### src/rtl/lsu_pkg.sv
// lsu_pkg: shared funct3 codes, FSM states and decode helpers for the load/store unit
package lsu_pkg;
  localparam logic [2:0] F3_B  = 3'b000;
  localparam logic [2:0] F3_H  = 3'b001;
  localparam logic [2:0] F3_W  = 3'b010;
  localparam logic [2:0] F3_D  = 3'b011;
  localparam logic [2:0] F3_BU = 3'b100;
  localparam logic [2:0] F3_HU = 3'b101;
  localparam logic [2:0] F3_WU = 3'b110;
  typedef enum logic [1:0] {IDLE, ISSUE, WAIT, RESP} state_e;
  function automatic logic [7:0] size_mask(input logic [1:0] sz);
    return sz == 2'd0 ? 8'h01 : sz == 2'd1 ? 8'h03 : sz == 2'd2 ? 8'h0F : 8'hFF;
  endfunction
  function automatic logic is_fault(input logic we, input logic [2:0] f3, input logic [2:0] lo, input logic x64);
    logic illegal, mis;
    illegal = we ? (f3[2] || (f3 == F3_D && !x64))
                 : (f3 == 3'b111 || ((f3 == F3_D || f3 == F3_WU) && !x64));
    mis = f3[1:0] == 2'd1 ? lo[0] : f3[1:0] == 2'd2 ? |lo[1:0] : f3[1:0] == 2'd3 ? |lo : 1'b0;
    return illegal | mis;
  endfunction
endpackage

### src/rtl/lsu_pipelined_load_align.sv
// lsu_load_align: shifts the addressed lane down and sign/zero-extends from the access width
module lsu_load_align
  import lsu_pkg::*;
#(
  parameter int XLEN = 32,
  localparam int OW = $clog2(XLEN / 8)
) (
  input  logic [XLEN-1:0] rdata,
  input  logic [OW-1:0]   off,
  input  logic [2:0]      funct3,
  output logic [XLEN-1:0] result
);
  logic [XLEN-1:0] sh, m;
  logic msb;
  always_comb begin
    sh = rdata >> {off, 3'b000};
    m = {XLEN{1'b1}} << (32'd8 << funct3[1:0]);
    msb = funct3[1:0] == 2'd0 ? sh[7] : funct3[1:0] == 2'd1 ? sh[15] : sh[31];
    result = (sh & ~m) | ({XLEN{msb & ~funct3[2]}} & m);
  end
endmodule

### src/rtl/lsu_pipelined.sv
// lsu_pipelined: single-outstanding load/store unit driving a synchronous single-port RAM
module lsu_pipelined
  import lsu_pkg::*;
#(
  parameter int XLEN = 32,
  parameter int ADDR_W = 32,
  parameter int MEM_LATENCY = 1,
  localparam int NB = XLEN / 8,
  localparam int OW = $clog2(NB)
) (
  input  logic             clk,
  input  logic             rst,
  input  logic             req_valid,
  output logic             req_ready,
  input  logic             req_we,
  input  logic [2:0]       req_funct3,
  input  logic [ADDR_W-1:0] req_addr,
  input  logic [XLEN-1:0]  req_wdata,
  output logic             resp_valid,
  output logic [XLEN-1:0]  resp_rdata,
  output logic             resp_fault,
  output logic             mem_en,
  output logic             mem_we,
  output logic [NB-1:0]    mem_be,
  output logic [ADDR_W-OW-1:0] mem_addr,
  output logic [XLEN-1:0]  mem_wdata,
  input  logic [XLEN-1:0]  mem_rdata
);
  state_e state_q, state_d;
  logic we_q, we_d, fault_q, fault_d;
  logic [2:0] f3_q, f3_d;
  logic [1:0] cnt_q, cnt_d;
  logic [ADDR_W-1:0] addr_q, addr_d;
  logic [XLEN-1:0] wdata_q, wdata_d, rdata_q, rdata_d, ld_res;
  logic [OW-1:0] off;
  assign off = addr_q[OW-1:0];
  lsu_load_align #(.XLEN(XLEN)) u_align (
    .rdata(mem_rdata),
    .off(off),
    .funct3(f3_q),
    .result(ld_res)
  );
  always_comb begin
    state_d = state_q;
    we_d = we_q;
    f3_d = f3_q;
    addr_d = addr_q;
    wdata_d = wdata_q;
    rdata_d = rdata_q;
    fault_d = fault_q;
    cnt_d = cnt_q;
    case (state_q)
      IDLE: if (req_valid) begin
        we_d = req_we;
        f3_d = req_funct3;
        addr_d = req_addr;
        wdata_d = req_wdata;
        fault_d = is_fault(req_we, req_funct3, req_addr[2:0], XLEN == 64);
        rdata_d = '0;
        cnt_d = '0;
        state_d = fault_d ? RESP : ISSUE;
      end
      ISSUE: state_d = we_q ? RESP : WAIT;
      WAIT: begin
        cnt_d = cnt_q + 2'd1;
        if (cnt_q == 2'(MEM_LATENCY - 1)) begin
          rdata_d = ld_res;
          state_d = RESP;
        end
      end
      default: state_d = IDLE;
    endcase
  end
  always_ff @(posedge clk or posedge rst)
    if (rst) begin
      state_q <= IDLE;
      we_q <= 1'b0;
      f3_q <= '0;
      addr_q <= '0;
      wdata_q <= '0;
      rdata_q <= '0;
      fault_q <= 1'b0;
      cnt_q <= '0;
    end else begin
      state_q <= state_d;
      we_q <= we_d;
      f3_q <= f3_d;
      addr_q <= addr_d;
      wdata_q <= wdata_d;
      rdata_q <= rdata_d;
      fault_q <= fault_d;
      cnt_q <= cnt_d;
    end
  assign req_ready = state_q == IDLE;
  assign resp_valid = state_q == RESP;
  assign resp_fault = resp_valid & fault_q;
  assign resp_rdata = resp_valid ? rdata_q : '0;
  assign mem_en = state_q == ISSUE;
  assign mem_we = mem_en & we_q;
  assign mem_be = mem_en ? NB'(size_mask(f3_q[1:0])) << off : '0;
  assign mem_addr = mem_en ? addr_q[ADDR_W-1:OW] : '0;
  assign mem_wdata = !mem_en ? '0
                   : f3_q[1:0] == 2'd0 ? {NB{wdata_q[7:0]}}
                   : f3_q[1:0] == 2'd1 ? {(NB/2){wdata_q[15:0]}}
                   : f3_q[1:0] == 2'd2 ? {(NB/4){wdata_q[31:0]}}
                   : wdata_q;
endmodule

### config.mk
export PLATFORM = sky130hd
export DESIGN_NAME = lsu_pipelined
export DESIGN_NICKNAME = d
export VERILOG_FILES = /design/src/rtl/lsu_pkg.sv /design/src/rtl/lsu_pipelined_load_align.sv /design/src/rtl/lsu_pipelined.sv
export SDC_FILE = /design/constraint.sdc
export NUM_CORES = 1
export LEC_CHECK = 0
export BUFFER_PORTS_ARGS = -buffer_cell sky130_fd_sc_hd__buf_2
export CAP_MARGIN = 0
export CORE_ASPECT_RATIO = 1.4
export CORE_MARGIN = 2
export CORE_UTILIZATION = 50
export CTS_CLUSTER_SIZE = 14
export DETAILED_ROUTE_END_ITERATION = 7
export PLACE_DENSITY = 0.85
export REMOVE_ABC_BUFFERS = 1
export SYNTH_ARGS = -nofsm -noshare
export SYNTH_HDL_FRONTEND = slang
export SYNTH_SLANG_ARGS = --single-unit
### constraint.sdc
create_clock -name clk -period 3.23 [get_ports clk]
set_input_delay 0.1615 -clock clk [delete_from_list [all_inputs] [get_ports clk]]
set_output_delay 0.1615 -clock clk [all_outputs]
set_load 0.005 [all_outputs]
### Word level (Yosys, flattened, before mapping)

Cells that the tools add are included.

* input port bits: 103
* output and inout bits: 103
* register bits: 105

* shift-type cells: 4
* bitwise operators: 9
* eq/ne operators: 12
* reduce and logical (&&, ||, !) cells: 13
* $add $sub $neg: 1
* multiplexer cells: 24

Operators by type and width (number)
* 32-bit 2-to-1 mux: 6
* 32-bit AND: 2
* 32-bit one-hot mux with 2 select lines: 1
* 32-bit inverter: 1
* 32-bit bitwise OR: 1
* 32-bit by 32-bit left shift with 32-bit output (first input constant): 1
* 4-bit by 2-bit left shift with 32-bit output (first input constant): 1
* 32-bit by 5-bit right shift with 32-bit output: 1
* 30-bit 2-to-1 mux: 1
* 4-bit 2-to-1 mux: 3
* 2-bit == test (second input constant): 4
* 2-bit 2-to-1 mux: 4
* 1-bit 2-to-1 mux: 7
* 2-bit by 1-bit == test with 1-bit output (second input constant): 3
* 3-bit == test (second input constant): 2
* 2-bit zero test: 3
* 2-bit one-hot mux with 3 select lines: 1
* 2-bit AND reduction: 3
* 2-bit != test (second input constant): 2
* 2-bit one-hot mux with 2 select lines: 1
* 4-bit by 2-bit left shift with 4-bit output: 1
* 1-bit AND: 3
* 3-bit by 2-bit == test with 1-bit output (second input constant): 1
* 1-bit logical OR: 3
* 7 further kinds: 7

### Longest topological paths before layout

* depth in word-level cells: 8
* gate-level depth with buffers: 7
* depth with buffers taken out: 6

### By module

A second synthesis with hierarchy kept.

* cell total of the unflattened synthesis: 540
* area total of the unflattened synthesis: 5891.9 um^2

By module, submodules not included
* lsu_pipelined: times used 1, area an instance 5044.8 um^2, cells an instance 421, seq. area each 2627.5 um^2
* lsu_load_align: times used 1, area an instance 847.1 um^2, cells an instance 119, seq. area each 0.0 um^2

### Worst setup path after synthesis

OpenSTA, ideal clock, no wires.

* path type: register -> register
* start point: register state_q[0]
* end point: register rdata_q[17]
* required time: 3104 ps
* path slack: 1297 ps
* stages on the path, launching flop included: 8
* arrival time: 1807 ps
* library setup time: 126 ps
* cell sequence: dfrtp_1 > inv_1 > ha_1 > nand2b_1 > nand3_1 > clkbuf_1 > nor2_1 > a221o_1

* word-level cells in the longest chain between the ends: 3
* elaborated cells on any way between the ends: 7
* those cells by class: 3 x eq/ne; 1 x mux; 3 x reduce/logical

Ends and longest elaborated chain
* start, declared: RTL line lsu_pipelined.sv:29 `state_e state_q, state_d;`
* start signal, assigned: RTL line lsu_pipelined.sv:85 `state_q <= state_d;`
* 2-bit zero test (*)
* net req_ready: RTL line lsu_pipelined.sv:14 `output logic req_ready,`
* 2-bit != test (no source line) / 2-bit nonzero test (equally long branches)
* 3-bit AND reduction (no source line)
* end signal, assigned: RTL line lsu_pipelined.sv:90 `rdata_q <= rdata_d;`
* end, declared: RTL line lsu_pipelined.sv:34 `logic [XLEN-1:0] wdata_q, wdata_d, rdata_q, rdata_d, ld_res;`

Mark *: on every way through the listed nets, which the timed path passes. The rest lies on a longest branch.
A chain may end at the register's enable or synchronous reset.

### Worst setup path after layout

* start point: register state_q[1]
* end point: register rdata_q[26]

* word-level cells in the longest chain between the ends: 3
* elaborated cells on any way between the ends: 7
* those cells by class: 3 x eq/ne; 1 x mux; 3 x reduce/logical

Ends and longest elaborated chain
* 2-bit == test / 2-bit zero test (equally long branches): RTL line lsu_pipelined.sv:52 `case (state_q)`
* 2-bit != test (no source line) / 2-bit nonzero test (equally long branches)
* 3-bit AND reduction (no source line)

Several ways; a longest one is shown, not always the timed one.

==> results.yml <==
outcome:
  status: "completed"
final_layout:
  drive_gt1_frac: 0.4622
  area_delta_synth_final_pct: 26.75
  fin_nets: 791
  antennaDiodeCount: 0
  fin_area_um2: 6954
  finalNonFillerCells: 829
floorplan:
  dieArea_um2: 11840
  die_w_um: 92.53
  fp-row-count: 45
  io_pins: 206
  design.core.area_um2: 10750
  fp.dieH_um: 127.9
  initial_core_util: 0.5102
worst_setup_path:
  required_ps: 3510
  criticalPathCategory: "reg2reg"
  r2r_setup_slack_ps: 530
  cp-start-kind: "register"
  critPathMaxFanout: 12
  cp-end-kind: "register"
  worstPathArrival_ps: 2980
detailed_routing:
  dr_total_vias: 4528
  ant_nets: 0
  viasPerCell: 5.462
  totalWireLength_um: 14790
  first_pass_iters: 4
  drt_iter0_drc: 169
  drc: 0
  wl_per_cell_um: 17.84
grt:
  antenna_found_initial: 0
  grt_pass1_wl_um: 23470
  grt_pass1_vias: 4733
  grt_max_degree: 62
  overflow: 0
  track_usage: 0.2544
placed_design:
  gp_congestion: 0.8790
  placed_cells: 812
  portBuffers: 205
  dp.final_hpwl_um: 10900
  dpl_cell_area_um2: 6641
pwr:
  clkPwrFrac: 0.169
  power.density_nw_per_um2: 943.7
  intPower_mw: 4.087
  p_sw_frac: 0.3772
  p_sw_mw: 2.475
  total_leakage_power_nw: 3.551
  pwr-share-comb: 0.469
  sequentialPowerShare: 0.362
  peakVddDrop_uv: 493.5
clocking:
  ctsRootBufferMaster: "clkbuf_16"
  cts_buffers: 9
  clock_path_buffers: 2
  cts-resized-gates: 0
  path_clk_slew_ps: 70
  clock-sinks: 105
  cts_tree: "built"
  htreeDepth: 3
  insertion_delay_ps: 350
synthesis:
  ys_seq_elements: 105
  yosysSeqAreaShare: 0.4789
  synth_ff_type: "dfrtp_1"
  synth-compound-area-share: 0.1149
  synth_top_family_by_area: "multiplexers"
  netlist_area_um2: 5487
  synthSimpleGateAreaFrac: 0.1441
  synth-xor-area-share: 0
  synth_mux_area_frac: 0.2187
  synth_cells: 490
  yosysWarnings: 0
  synthArstFlopShare: 1.000
  netlist-cell-type-count: 34
  synth_edf_count: 0
  synth-adder-area-share: 0.01140
  syn_avg_cell_area_um2: 11.20
timing:
  whs_ps: 43.94
  rsz0062_at_grt: "no"
  maxSlewHeadroom: 0.3694
  worst_clock_skew_ps: 6.027
  tns_ps: 0
  tightest_slew_ps: 945.9
  fin_crit_sh: 0.8364
  finalHoldViolCount: 0
  slew_violations: 0
  setup_violations: 0
  period_needed_ps: 2702
  max_freq_mhz: 370.2
job:
  max-cap-violations: 0
worst_hold_path:
  hp-class: "in2reg"
-- synthesized netlist by cell type, drive strengths merged, types with 3 or more instances --
library cell / count / area, um^2
dfrtp: 105 / 2628
and2: 80 / 500.5
mux2: 77 / 867.1
mux2i: 31 / 310.3
nand2: 30 / 112.6
clkbuf: 23 / 86.33
a21oi: 17 / 85.08
o21ai: 17 / 85.08
a221o: 16 / 160.2
buf: 13 / 62.56
nor2: 13 / 48.80
a22o: 9 / 78.83
nor2b: 9 / 56.30
a21boi: 8 / 60.06
inv: 7 / 26.28
o2bb2ai: 7 / 61.31
ha: 5 / 62.56
nand2b: 3 / 18.77
o21a: 3 / 22.52
-- path summary, 6_finish.rpt --
kind                                   start          end  depth (start not counted)
worst max-delay path              state_q[1]  rdata_q[26]                          6
worst max register to register    state_q[1]  rdata_q[26]                          6
max in group asynchronous                rst  wdata_q[18]                          4
worst min-delay path            req_wdata[4]   wdata_q[4]                          2
min in group asynchronous                rst   addr_q[25]                          3
worst min register to register      cnt_q[0]     cnt_q[0]                          2
-- routing by layer --
layer  GRT usage  part of all wire  vias up
met5           0                 0        -
met4      0.1203             0.032        0
met3     0.04997             0.065       28
met2      0.4573              0.53      207
met1      0.2879              0.37     2191
li1            -                 -     2102
-- final cells by class --
| type | instances | area (um^2) |
|---|---|---|
| inverter | 7 | 28.78 |
| tap | 141 | 176.4 |
| sequential | 105 | 2628 |
| fill | 861 | 3800 |
| clock inverter | 7 | 77.57 |
| timing repair buffer | 218 | 1126 |
| multi-input combinational | 342 | 2693 |
| clock buffer | 9 | 225.2 |
-- sequential cells by signal (all words and copies together) (netlist names) --
register,cells
we_q,1
wdata_q,32
f3_q,3
addr_q,32
cnt_q,2
rdata_q,32
state_q,2
fault_q,1
-- timing repair --
| item | CTS | global route |
|---|---|---|
| setup buffers | 0 | 0 |
| hold endpoints to repair | 59 | 0 |
| setup endpoints to repair | 0 | 0 |
| hold buffers | 1 | 0 |
-- critical path, cell delays in order, from the launching register on --
cell and delay, ps:
dfrtp_1 430, inv_1 90, ha_1 280, nand2b_1 210, nand3_1 440, nor3_1 900, a221o_1 280
-- power groups by stage --
| stage | clock, mW | combinational, mW | sequential, mW |
|---|---|---|---|
| final | 1.11 | 3.08 | 2.38 |
| after detailed placement | 0 | 3.07 | 2.39 |
| after CTS | 1.13 | 3.10 | 2.37 |
| after global routing | 1.18 | 3.37 | 2.46 |
| after global placement | 0 | 2.97 | 2.34 |
| after floorplan | 0 | 1.99 | 2.34 |
-- per-stage QoR --
stage	power, mW	util	worst slack [ps]
floorplan	4.325	-	308.0
global placement	5.306	0.6176	868.1
detailed placement	5.463	0.6176	632.5
CTS	6.599	0.6467	579.7
global route	7.015	0.6467	346.8
finish	6.563	0.6467	528.4
-- layout by cell type, fill, tap and decap left out, drive strengths merged, types with 3 or more instances in the layout --
cell,Yosys,routed
a21boi,8,8
a21oi,17,17
a221o,16,16
a22o,9,9
and2,80,80
buf,13,217
clkbuf,23,9
clkinvlp,0,4
dfrtp,105,105
ha,5,5
inv,7,9
mux2,77,77
mux2i,31,31
nand2,30,30
nand2b,3,3
nor2,13,13
nor2b,9,9
o21a,3,3
o21ai,17,17
o2bb2ai,7,7
-- cell families after synthesis --
kind of cell               count (synthesis)
and+or+nand+nor                          144
muxes                                    109
DFF                                      105
AOI/OAI and AO/OA                         84
buffers and inverters                     43
adders and majority gates                  5
Note: power is estimated with default switching activity, not from simulation.
